--- config.mk ---
export PLATFORM = sky130hd
export DESIGN_NAME = pool_fc_sequencer
export DESIGN_NICKNAME = d
export VERILOG_FILES = /design/src/rtl/pool_fc_sequencer.sv
export SDC_FILE = /design/constraint.sdc
export NUM_CORES = 1
export LEC_CHECK = 0
export BUFFER_PORTS_ARGS = -buffer_cell sky130_fd_sc_hd__buf_4
export CAP_MARGIN = 40
export CORE_ASPECT_RATIO = 0.6
export CORE_MARGIN = 2
export CORE_UTILIZATION = 49
export CTS_BUF_LIST = sky130_fd_sc_hd__clkbuf_16
export CTS_CLUSTER_DIAMETER = 100
export DETAILED_ROUTE_END_ITERATION = 12
export GPL_TIMING_DRIVEN = 0
export PLACE_DENSITY = 0.75
export SYNTH_ARGS = -nofsm -noshare
export SYNTH_HDL_FRONTEND = slang
export SYNTH_SLANG_ARGS = --single-unit
--- constraint.sdc ---
create_clock -name clk -period 1.8 [get_ports clk]
set_clock_uncertainty 0.05 [all_clocks]
set_input_delay 0.18 -clock clk [delete_from_list [all_inputs] [get_ports clk]]
set_output_delay 0.18 -clock clk [all_outputs]
set_load 0.005 [all_outputs]
--- src/rtl/pool_fc_sequencer.sv ---
// Max-pool / fully-connected stage controller: steps the pooled-map position
// while windows stream in, then issues the FC multiply-accumulate, drains the MAC.
module pool_fc_sequencer #(
  parameter int POOL_X   = 12,
  parameter int POOL_Y   = 12,
  parameter int CHANNELS = 8,
  parameter int MAC_LAT  = 2,
  parameter int NFEAT    = CHANNELS * POOL_X * POOL_Y,
  parameter int AW       = $clog2(NFEAT)
) (
  input  logic          clk,
  input  logic          rst_n,
  input  logic          start,
  input  logic          win_valid,
  output logic          win_ready,
  output logic [4:0]    count_x,
  output logic [4:0]    count_y,
  output logic          pool_wr_en,
  input  logic          fc_hold,
  output logic [AW-1:0] feat_addr,
  output logic          mac_clr,
  output logic          mac_en,
  output logic          busy,
  output logic          fc_done
);

  localparam int DW = (MAC_LAT > 1) ? $clog2(MAC_LAT) : 1;
  localparam logic [4:0]    X_LAST = 5'(POOL_X - 1);
  localparam logic [4:0]    Y_LAST = 5'(POOL_Y - 1);
  localparam logic [AW-1:0] F_LAST = AW'(NFEAT - 1);
  localparam logic [DW-1:0] D_LAST = DW'(MAC_LAT - 1);

  typedef enum logic [2:0] {
    S_IDLE  = 3'd0,
    S_POOL  = 3'd1,
    S_FC    = 3'd2,
    S_DRAIN = 3'd3,
    S_DONE  = 3'd4
  } state_t;

  state_t        state_q, state_d;
  logic [4:0]    count_x_q, count_x_d;
  logic [4:0]    count_y_q, count_y_d;
  logic [AW-1:0] feat_addr_q, feat_addr_d;
  logic [DW-1:0] drain_cnt_q, drain_cnt_d;
  logic          mac_clr_q, mac_clr_d;
  logic          busy_q, busy_d;
  logic          fc_done_q, fc_done_d;

  // Handshake and MAC issue decode straight from state so they track inputs in-cycle.
  assign win_ready  = (state_q == S_POOL);
  assign pool_wr_en = win_valid & win_ready;
  assign mac_en     = (state_q == S_FC) & ~fc_hold;

  assign count_x   = count_x_q;
  assign count_y   = count_y_q;
  assign feat_addr = feat_addr_q;
  assign mac_clr   = mac_clr_q;
  assign busy      = busy_q;
  assign fc_done   = fc_done_q;

  // Next-state and next-register computation.
  always_comb begin
    state_d     = state_q;
    count_x_d   = count_x_q;
    count_y_d   = count_y_q;
    feat_addr_d = feat_addr_q;
    drain_cnt_d = drain_cnt_q;
    mac_clr_d   = 1'b0;
    busy_d      = busy_q;
    fc_done_d   = fc_done_q;
    case (state_q)
      S_IDLE, S_DONE: begin
        if (start) begin
          state_d     = S_POOL;
          count_x_d   = 5'd0;
          count_y_d   = 5'd0;
          feat_addr_d = '0;
          drain_cnt_d = '0;
          mac_clr_d   = 1'b1;
          busy_d      = 1'b1;
          fc_done_d   = 1'b0;
        end else begin
          state_d = state_q;
        end
      end
      S_POOL: begin
        if (pool_wr_en) begin
          if (count_y_q == Y_LAST) begin
            count_y_d = 5'd0;
            if (count_x_q == X_LAST) begin
              count_x_d   = 5'd0;
              feat_addr_d = '0;
              state_d     = S_FC;
            end else begin
              count_x_d = count_x_q + 5'd1;
            end
          end else begin
            count_y_d = count_y_q + 5'd1;
          end
        end else begin
          count_y_d = count_y_q;
        end
      end
      S_FC: begin
        // The last issued feature address is kept; the drain counter restarts here.
        if (mac_en) begin
          if (feat_addr_q == F_LAST) begin
            state_d     = S_DRAIN;
            drain_cnt_d = '0;
          end else begin
            feat_addr_d = feat_addr_q + {{(AW-1){1'b0}}, 1'b1};
          end
        end else begin
          feat_addr_d = feat_addr_q;
        end
      end
      S_DRAIN: begin
        if (drain_cnt_q == D_LAST) begin
          state_d   = S_DONE;
          busy_d    = 1'b0;
          fc_done_d = 1'b1;
        end else begin
          drain_cnt_d = drain_cnt_q + {{(DW-1){1'b0}}, 1'b1};
        end
      end
      default: begin
        state_d   = S_IDLE;
        busy_d    = 1'b0;
        fc_done_d = 1'b0;
      end
    endcase
  end

  // State and registered-output flops.
  always_ff @(posedge clk or negedge rst_n) begin
    if (!rst_n) begin
      state_q     <= S_IDLE;
      count_x_q   <= 5'd0;
      count_y_q   <= 5'd0;
      feat_addr_q <= '0;
      drain_cnt_q <= '0;
      mac_clr_q   <= 1'b0;
      busy_q      <= 1'b0;
      fc_done_q   <= 1'b0;
    end else begin
      state_q     <= state_d;
      count_x_q   <= count_x_d;
      count_y_q   <= count_y_d;
      feat_addr_q <= feat_addr_d;
      drain_cnt_q <= drain_cnt_d;
      mac_clr_q   <= mac_clr_d;
      busy_q      <= busy_d;
      fc_done_q   <= fc_done_d;
    end
  end

endmodule

# == Yosys cells after proc, flatten, opt, wreduce, memory -nomap -nowiden ==
# Cells that the tools add are included.
# word_totals
reg_bits,28
inputBits,5
out_inout_bits,27
word_cells,78
# classes
n_addsub,4
n_eq_ne,15
muxes,35
bitwise_logic,4
reduce_logical,12
# ops
op,n
$mux W11,6
$pmux W11 S3,1
$mux W5,6
$mux W3,7
$pmux W5 S2,2
$reduce_and A7 Y1,2
$pmux W3 S4,1
$add A11 B1 Y11 const B,1
$eq A11 B11 Y1 const B,1
$add A5 B1 Y5 const B,2
$eq A5 B4 Y1 const B,2
$mux W1,9
$pmux W1 S3,3
$ne A2 B1 Y1 const B,4
$ne A2 B2 Y1 const B,4
$reduce_and A4 Y1,2
$eq A3 B2 Y1 const B,2
$reduce_and A3 Y1,2
$reduce_bool A3 Y1,2
$reduce_or A2 Y1,2
$eq A3 B1 Y1 const B,1
$eq A3 B3 Y1 const B,1
$logic_not A3 Y1,1
$and A1 B1 Y1,2
other kinds (3),4

# == Longest topological paths before layout ==
# logic_depth
ltp_word,5
mapped_depth,8
mapped_depth_nobuf,7

# == Worst setup path before layout ==
# No wires, ideal clock.
# synth_path
path_kind,reg-to-reg
start,"register count_y_q[0], in the netlist count_y[0]"
end,"register feat_addr_q[5], in the netlist feat_addr[5]"
setup_time_ns,0.124
t_arrival_ns,1.622
required_time_ns,1.626
setup_slack_ns,0.004
stages_incl_launch_ff,7
n_path_buf,0
synth_period_minus_slack_ns,1.796
cell_sequence,dfrtp_1 > ha_1 > nand4bb_4 > o21ai_4 > nand4_2 > a21o_1 > a211o_1
# synth_via
elab_chain_len,3
# synth_lines
item,line,source
start: declaration,43,"logic [4:0] count_y_q, count_y_d;"
start signal: assignment,149,count_y_q <= count_y_d;
$eq A5 B4 Y1,89,if (count_y_q == Y_LAST) begin
$ne A2 B1 Y1 (no source line),n/a,
$reduce_and A7 Y1 (no source line),n/a,
end signal: assignment,150,feat_addr_q <= feat_addr_d;
end: declaration,44,"logic [AW-1:0] feat_addr_q, feat_addr_d;"
# No other way between the ends.
# A chain may end at the register's enable or synchronous reset.

# == Final worst setup path ==
# layout_path
start,register state_q[0]
end,output pool_wr_en
# layout_via
elab_chain_len,2
# layout_lines
item,line,source
start: declaration,41,"state_t state_q, state_d;"
start signal: assignment,147,state_q <= state_d;
$eq A3 B1 Y1,51,assign win_ready = (state_q == S_POOL);
$and A1 B1 Y1,52,assign pool_wr_en = win_valid & win_ready;
end: declaration,18,"output logic pool_wr_en,"
# No other way between the ends.

==> flow_summary_export.csv <==
group,metric,value,unit
power,powerDensity,1410,nW/um2
placed_design,place.gp.congestion,0.912,
clock_network,clkTransAtPathRegs,0.07,ns
sta,slew_violations,0,
yosys,ys_seq_area_share,42.1,%
yosys,synth_top_area_share,42.1,%
routing,first_iter_violations,134,
floorplan,die_h,49.1,um
yosys,yosysTopAreaCell,"dfrtp_1",
setup_path,crit_type,"flip-flop to primary output",
yosys,synth_async_sr_flop_share,100,%
clock_network,clock_path_buffers,2,
sta,slew-limit-headroom,72.6,%
sta,fin_crit_sh,98.3,%
sta,timing.final.ws_setup,0.0313,ns
cells_and_area,n_antenna_cell,0,
floorplan,dieArea,3890,um2
setup_path,critical_path.max_stage_delay,0.42,ns
grt,grt_max_degree,29,
setup_path,start_kind,"flip-flop",
flow_run,cap_violations,0,
clock_network,cts_max_level,1,
routing,post_drt_wl_per_cell,16.4,um
floorplan,die_x,79.2,um
cells_and_area,fin_area,2270,um2
placed_design,dp_slack,-0.254,ns
yosys,syn_avg_cell_area,9.91,um2
sta,period_minus_slack,1.77,ns
grt,grt_usage,23.8,%
sta,rsz0062_at_grt,"true",
cells_and_area,fillers,243,
yosys,synth_area_leaders,"dfrtp_1 (42%), nand2_1 (4.1%), o21ai_0 (3.9%)",
yosys,synth_flop_cell,"dfrtp_1",
status,outcome,"finished clean",
sta,whs,0.0862,ns
routing,drc,0,
grt,grt_pass1_wl,7240,um
routing,vias,1584,
cells_and_area,syn_to_final_growth,36.5,%
routing,postRouteAntennaNets,0,
yosys,ys_seq_elements,28,
clock_network,cts_buffers,3,
setup_path,cp.required,1.57,ns
grt,overflow,0,
power,vdd_drop_max,0.841,mV
routing,routed_wirelength,4400,um
yosys,synth_cells,168,
worst_hold_path,holdCritPathClass,"primary input to flip-flop",
sta,timing.final.hold_violations,0,
yosys,synth_area,1660,um2
routing,dr.pass1.iters,4,
setup_path,crit_chain,"buf_6 > inv_2 > or3_4 > inv_8 > and2_4 > buf_4",
floorplan,ios,32,
setup_path,cp_slowest_cell,"or3_4",
floorplan,start_util,51.3,%
sta,setup_violations,0,
yosys,synth_edf_count,0,
sta,setup_tns,0,ns
placed_design,dpl_cell_area,1950,um2
power,p_leak,1.04,nW
grt,grt_pass1_vias,1461,
clock_network,cts_num_sinks,28,
yosys,yosys_warnings,0,
clock_network,tritoncts,"done",
placed_design,port_buffers,31,
sta,fmax,0.565,GHz
setup_path,critPathTopFamily,"simple AND/OR/NAND/NOR gates",
placed_design,hpwl,3000,um
yosys,synth_nets,176,
clock_network,clk_latency,0.26,ns
cells_and_area,layout-drive-gt1-share,38.1,%
setup_path,worstPathMaxFanout,8,
routing,viasPerCell,5.91,
floorplan,rows,16,
setup_path,critPathCaptureType,"primary output",
setup_path,cp_num_buf_inv,4,
floorplan,core,3240,um2
clock_network,cts-root-buf,"clkbuf_16",
cells_and_area,nets,232,
grt,antenna_found_initial,0,
yosys,synth_cell_types,53,
sta,worstMarginPinSlew,0.408,ns
setup_path,cp.arrival,1.54,ns
==> logic make-up after synthesis <==
kind of cell	synth area share, %
fa+ha+maj	2.26
compound gates	22.0
mux	1.20
xor+xnor	0.526
simple gates	28.3
buf+inv	3.68
flops	42.1
==> metal layers <==
metal | vias up | GRT usage, % | part of all wire, %
li1 | 753 | - | -
met1 | 777 | 37.5 | 48
met2 | 52 | 35.0 | 45
met3 | 2 | 3.89 | 7.1
met4 | 0 | 3.45 | 0.25
met5 | - | 0 | 0
==> power breakdown <==
part | leakage [nW] | switching, mW | total (mW) | internal [mW]
sequential | 0.376 | 0.128 | 0.891 | 0.763
combinational | 0.623 | 0.931 | 1.80 | 0.869
clock | 0.0385 | 0.205 | 0.503 | 0.298
==> area by class of cell <==
| cell class | instances | area [um2] | share of cell area [%] |
|---|---|---|---|
| Inverter | 5 | 26.3 | 1.16 |
| Clock inverter | 1 | 3.75 | 0.165 |
| Timing Repair Buffer | 51 | 385 | 17.0 |
| Sequential cell | 28 | 702 | 30.9 |
| Buffer | 4 | 35.0 | 1.54 |
| Multi-Input combinational cell | 131 | 987 | 43.5 |
| Tap cell | 45 | 56.3 | 2.48 |
| Clock buffer | 3 | 75.1 | 3.31 |
==> worst register-to-register path, cell delays in order, from the launching register on <==
cell and delay [ns]:
dfrtp_1 0.40, ha_4 0.18, nand4bb_4 0.15, o21ai_4 0.24, nand4_4 0.13, buf_4 0.16
a221o_1 0.34
==> flip-flops by register name, summed over array words and instances (netlist names) <==
name and cells:
feat_addr 11, count_x 5, count_y 5, state_q 3, busy 1, drain_cnt_q 1, fc_done 1, mac_clr 1
==> final timing paths <==
check | startpoint | endpoint | slack [ns] | cells after the start
worst min-delay path | start | state_q[2]$_DFFE_PN0P_ | 0.09 | 2
worst max-delay path | state_q[0]$_DFFE_PN0P_ | pool_wr_en | 0.03 | 6
worst min register to register | busy$_DFFE_PN0P_ | busy$_DFFE_PN0P_ | 0.46 | 2
min in group asynchronous | rst_n | count_y[4]$_DFFE_PN0P_ | 0.32 | 2
max in group asynchronous | rst_n | state_q[2]$_DFFE_PN0P_ | 1.10 | 2
worst max register to register | count_y[1]$_DFFE_PN0P_ | feat_addr[8]$_DFFE_PN0P_ | 0.05 | 6
==> cell usage after synthesis, types with 2 or more instances <==
| cell | instances |
|---|---|
| o31ai_1 | 3 |
| o21a_1 | 2 |
| nor3_1 | 5 |
| a21oi_1 | 10 |
| nand4_2 | 2 |
| mux2i_1 | 2 |
| o21ai_0 | 13 |
| buf_6 | 2 |
| a21o_1 | 2 |
| nor2_1 | 8 |
| nand4_1 | 4 |
| nand3b_1 | 2 |
| nor3b_1 | 3 |
| and3_1 | 8 |
| a31oi_1 | 2 |
| nand3_1 | 10 |
| nand2_1 | 18 |
| and2_1 | 2 |
| nand2b_1 | 2 |
| inv_1 | 3 |
| dfrtp_1 | 28 |
| and4_1 | 2 |
| ha_1 | 3 |
| a211o_1 | 3 |
==> placed cells by master, fill, tap and decap left out, types with 4 or more instances in the layout <==
master	netlist	final
nand4_1	4	4
and3_1	8	8
o21ai_0	13	12
a21oi_1	10	10
nand2_1	18	17
nor2_1	8	7
dfrtp_1	28	27
buf_4	1	51
nor3_1	5	4
nand3_1	10	10
==> what timing repair did <==
action,CTS,global route
setup buffers,8,11
setup endpoints to repair,11,14
hold buffers,1,0
pin swaps,3,11
gates resized for setup,9,7
hold endpoints to repair,28,0
==> metrics by stage <==
step                      utilization, %  power [mW]  std cells
after floorplan                        -        1.80        168
after global placement              60.2        2.18        244
after detailed placement            60.2        2.25        244
after CTS                           66.7        2.97        257
after global routing                70.0        3.42        268
final                               70.0        3.19        268
No activity file was read; power rests on OpenSTA's default activity.
